===== config.mk =====
export PLATFORM = sky130hd
export DESIGN_NAME = riscv32ima_dmem_arb
export DESIGN_NICKNAME = d
export VERILOG_FILES = /design/src/rtl/riscv32ima_dmem_arb.sv
export SDC_FILE = /design/constraint.sdc
export NUM_CORES = 1
export LEC_CHECK = 0
export ABC_AREA = 1
export CAP_MARGIN = 20
export CORE_AREA = 2 2 268 270
export CTS_CLUSTER_SIZE = 30
export DETAILED_ROUTE_END_ITERATION = 6
export DIE_AREA = 0 0 270 272
export PLACE_DENSITY = 0.35
export REMOVE_ABC_BUFFERS = 1
export SLEW_MARGIN = 20
export SYNTH_ARGS = -nofsm -noshare
export SYNTH_HDL_FRONTEND = slang
export SYNTH_SLANG_ARGS = --single-unit

===== constraint.sdc =====
create_clock -name clk -period 1.8 [get_ports clk]
set_input_delay 0.36 -clock clk [delete_from_list [all_inputs] [get_ports clk]]
set_output_delay 0.36 -clock clk [all_outputs]
set_load 0.1 [all_outputs]

===== src/rtl/riscv32ima_dmem_arb.sv =====
// Two-port data-memory arbiter: LSU (p0) and secondary master (p1) share one
// 64-bit d_* port; round-robin or fixed priority, grant locked while d_stall.
module riscv32ima_dmem_arb #(
  parameter int ADDR_WIDTH = 32,
  parameter int DATA_WIDTH = 64,
  parameter bit FIXED_PRIO = 1'b0
) (
  input  logic                  clk,
  input  logic                  nrst,
  input  logic                  p0_ncs,
  input  logic                  p0_nwe,
  input  logic [ADDR_WIDTH-1:0] p0_addr,
  input  logic [DATA_WIDTH-1:0] p0_wdata,
  input  logic [DATA_WIDTH-1:0] p0_wmask,
  output logic                  p0_stall,
  output logic                  p0_rvalid,
  output logic [DATA_WIDTH-1:0] p0_rdata,
  input  logic                  p1_ncs,
  input  logic                  p1_nwe,
  input  logic [ADDR_WIDTH-1:0] p1_addr,
  input  logic [DATA_WIDTH-1:0] p1_wdata,
  input  logic [DATA_WIDTH-1:0] p1_wmask,
  output logic                  p1_stall,
  output logic                  p1_rvalid,
  output logic [DATA_WIDTH-1:0] p1_rdata,
  output logic                  d_ncs,
  output logic                  d_nwe,
  output logic [ADDR_WIDTH-1:0] d_addr,
  output logic [DATA_WIDTH-1:0] d_wdata,
  output logic [DATA_WIDTH-1:0] d_wmask,
  input  logic [DATA_WIDTH-1:0] d_rdata,
  input  logic                  d_stall
);

  typedef enum logic [1:0] {
    IDLE  = 2'd0,
    LOCK0 = 2'd1,
    LOCK1 = 2'd2
  } state_e;

  state_e state_q, state_d;
  logic   last_q, last_d;
  logic   rsp_vld_q, rsp_vld_d;
  logic   rsp_port_q, rsp_port_d;

  logic req0, req1;
  logic gnt0, gnt1, gnt_any, acc;

  assign req0 = ~p0_ncs;
  assign req1 = ~p1_ncs;

  // Grant is suppressed in reset so d_ncs stays high and
  // both requesters see stall = request.
  always_comb begin
    gnt0 = 1'b0;
    gnt1 = 1'b0;
    if (nrst) begin
      unique case (state_q)
        LOCK0: gnt0 = req0;
        LOCK1: gnt1 = req1;
        default: begin
          if (FIXED_PRIO) begin
            gnt0 = req0;
            gnt1 = req1 & ~req0;
          end else begin
            gnt0 = req0 & (~req1 | last_q);
            gnt1 = req1 & (~req0 | ~last_q);
          end
        end
      endcase
    end
  end

  assign gnt_any = gnt0 | gnt1;
  assign acc     = gnt_any & ~d_stall;

  always_comb begin
    d_ncs   = 1'b1;
    d_nwe   = 1'b1;
    d_addr  = '0;
    d_wdata = '0;
    d_wmask = '1;
    unique case (1'b1)
      gnt0: begin
        d_ncs   = 1'b0;
        d_nwe   = p0_nwe;
        d_addr  = p0_addr;
        d_wdata = p0_wdata;
        d_wmask = p0_wmask;
      end
      gnt1: begin
        d_ncs   = 1'b0;
        d_nwe   = p1_nwe;
        d_addr  = p1_addr;
        d_wdata = p1_wdata;
        d_wmask = p1_wmask;
      end
      default: ;
    endcase
  end

  assign p0_stall = req0 & (~gnt0 | d_stall);
  assign p1_stall = req1 & (~gnt1 | d_stall);

  // A stalled grant locks; losing the request while
  // locked drops back to IDLE with nothing accepted.
  always_comb begin
    state_d    = IDLE;
    last_d     = last_q;
    rsp_vld_d  = acc & d_nwe;
    rsp_port_d = rsp_port_q;
    if (acc) begin
      last_d     = gnt1;
      rsp_port_d = gnt1;
    end else if (gnt_any) begin
      state_d = gnt1 ? LOCK1 : LOCK0;
    end
  end

  always_ff @(posedge clk or negedge nrst) begin
    if (!nrst) begin
      state_q    <= IDLE;
      last_q     <= 1'b1;
      rsp_vld_q  <= 1'b0;
      rsp_port_q <= 1'b0;
    end else begin
      state_q    <= state_d;
      last_q     <= last_d;
      rsp_vld_q  <= rsp_vld_d;
      rsp_port_q <= rsp_port_d;
    end
  end

  assign p0_rvalid = rsp_vld_q & ~rsp_port_q;
  assign p1_rvalid = rsp_vld_q & rsp_port_q;
  assign p0_rdata  = d_rdata;
  assign p1_rdata  = d_rdata;

endmodule


==> results.json <==
{
  "status": "finished, violations left",
  "violations": "setup timing",
  "grt_pass1_wl_um": 61400,
  "crit_family": "buffers and inverters",
  "cts.sinks": 5,
  "area_growth_syn_to_layout_pct": 297,
  "rsz0062_at_grt": "true",
  "peakVddDrop_mv": 0.339,
  "endpoint_kind": "output port",
  "clk_transition_reported_paths_ps": 30,
  "vias": 6555,
  "finalWorstPathRequiredPeriod_ps": 2470,
  "gp_congestion": 0.887,
  "fin_ws_ps": -665,
  "wl_um": 51100,
  "die_area_um2": 73400,
  "track_usage": 0.124,
  "drtPass1Iterations": 4,
  "finalNetCount": 1509,
  "fp.dieH_um": 272,
  "num_rows": 98,
  "grt_pass1_vias": 6639,
  "fill_cells": 7836,
  "viasPerCell": 3.16,
  "p_per_area_nw_per_um2": 666,
  "yosysSeqAreaShare": 0.0367,
  "post-route-util": 0.193,
  "synth_largest_area_cell": "nand2_1",
  "fmaxAchievable_mhz": 406,
  "ys_warn_count": 0,
  "cp.required_ps": 1440,
  "finalInstanceArea_um2": 13700,
  "coreArea_um2": 70800,
  "drc": 0,
  "tritoncts": "done",
  "path_buf_inv": 5,
  "die-width_um": 270,
  "cp.arrival_ps": 2110,
  "hold_class": "in2async",
  "synth_area_um2": 3440,
  "setup_viol": 165,
  "post_dp_cell_area_um2": 10500,
  "holdBufCountCts": 0,
  "synth.distinct_cells": 15,
  "min_period_over_period": 1.37,
  "pin_count": 685,
  "drv_cap": 0,
  "wire_per_inst_um": 24.6,
  "final_cell_mix": "clkdlybuf4s50_1 (325), buf_12 (185), nand2_2 (163)",
  "numCtsBuffers": 3,
  "hpwl_um": 39100,
  "layout_commonest_cell": "clkdlybuf4s50_1",
  "port_buffers": 492,
  "initial_core_util": 0.0486,
  "grt_overflow": 0,
  "grt_antenna_before_repair": 35,
  "synth_area_leaders": "nand2_1 (46%), buf_4 (33%), nand3_1 (10%)",
  "relSlewSlack": 0.805,
  "clockBufferDepth": 2,
  "cts_max_level": 1,
  "grt_start_max_net_pins": 23,
  "path_max_fanout": 6,
  "syn-instance-count": 697,
  "worstSetupPathType": "reg2out",
  "crit_slowest_cell": "dfrtp_1",
  "syn_avg_cell_area_um2": 4.94,
  "max_stage_delay_ps": 400,
  "start_kind": "flop",
  "p_leak_uw": 0.00568,
  "clock_latency_ps": 230,
  "detail-route-antenna-nets": 0,
  "finClkSkew_ps": 1.56,
  "tightest_slew_ps": 292,
  "netlist.area_leader.share": 0.465,
  "synth-seq-cells": 5,
  "hold_violations": 0,
  "cts_root_buffer": "clkbuf_16",
  "drive_gt1_frac": 0.561,
  "crit_chain": "ha_4 -> nor2_4 -> nor2_4 -> nand2_4 -> clkinv_8 -> buf_12 -> clkbuf_16 -> buf_8 -> nand2_2 -> nand3_2 -> buf_12",
  "report.final.slew_viol_count": 0,
  "first_iter_violations": 212
}
==> logic make-up after synthesis <==
family | Yosys count | share of synthesized area
simple gates | 504 | 0.578
buf+inv | 183 | 0.374
flops | 5 | 0.0367
compound gates | 3 | 0.00436
fa+ha+maj | 2 | 0.00727
==> per-stage QoR <==
stage               total power [µW]  setup WS (ps)  hold WS, ps  setup TNS, ps  std cells
CTS                             8310           -669          232         -99820       2040
detailed placement              7410           -768          486        -110190       2020
global placement                7420           -773          486        -107330       2020
finish                          9090           -665          232        -101490       2074
global route                    9390           -765          239        -117930       2066
floorplan                       4040          -1750         64.4        -259950        528
==> flip-flops by register name (all words and copies together), names as in the netlist <==
name and flops:
rsp_port_q 1, last_q 1, state_q 2, rsp_vld_q 1
==> metal layers <==
metal,track usage,vias up,wire [µm]
met5,0.0469,-,623
met4,0.0151,44,621
met3,0.132,75,10600
met2,0.165,656,19600
met1,0.134,2918,19600
li1,-,2862,-
==> cells in the mapped netlist, drive strengths merged <==
cell and instances:
nor3 1, ha 2, buf 169, o21ai 3
nor2 6, dfstp 1, inv 14, nand3 70
dfrtp 4, nand2 427
==> final cells by class <==
cell class                      count  area, µm²  share of cell area
Sequential cell                     5        126             0.00925
Antenna cell                        9       22.5             0.00165
Inverter                           14       80.1             0.00586
Clock buffer                        4       78.8             0.00577
Multi-Input combinational cell    509       3910               0.286
Tap cell                          950       1190              0.0870
Timing Repair Buffer              583       8250               0.604
==> report_power, final <==
part           internal (µW)  leakage (µW)  total, µW  switching (µW)
Combinational           3420       0.00558       8580            5160
Clock                    293     0.0000382        362            69.3
Sequential               135     0.0000633        152            16.8
Total                   3850       0.00568       9090            5250
==> final timing paths <==
path | startpoint | endpoint | slack (ps) | cells past startpoint
worst max-delay path | state_q[1]$_DFF_PN0_ | d_wmask[27] | -670 | 11
worst min-delay path | nrst | rsp_vld_q$_DFF_PN0_ | 230 | 2
worst max register to register | state_q[1]$_DFF_PN0_ | rsp_vld_q$_DFF_PN0_ | -110 | 9
worst min register to register | last_q$_DFFE_PN1N_ | last_q$_DFFE_PN1N_ | 510 | 2
max in group asynchronous | nrst | last_q$_DFFE_PN1N_ | 1370 | 2
min in group clk | last_q$_DFFE_PN1N_ | last_q$_DFFE_PN1N_ | 510 | 2
==> what timing repair did <==
action	4_1_cts	5_1_grt
resized for setup	189	407
setup endpoints to repair	165	165
gates cloned	9	19
setup buffers	7	7
pin swaps	29	96
No activity file was read; power rests on OpenSTA's default activity.
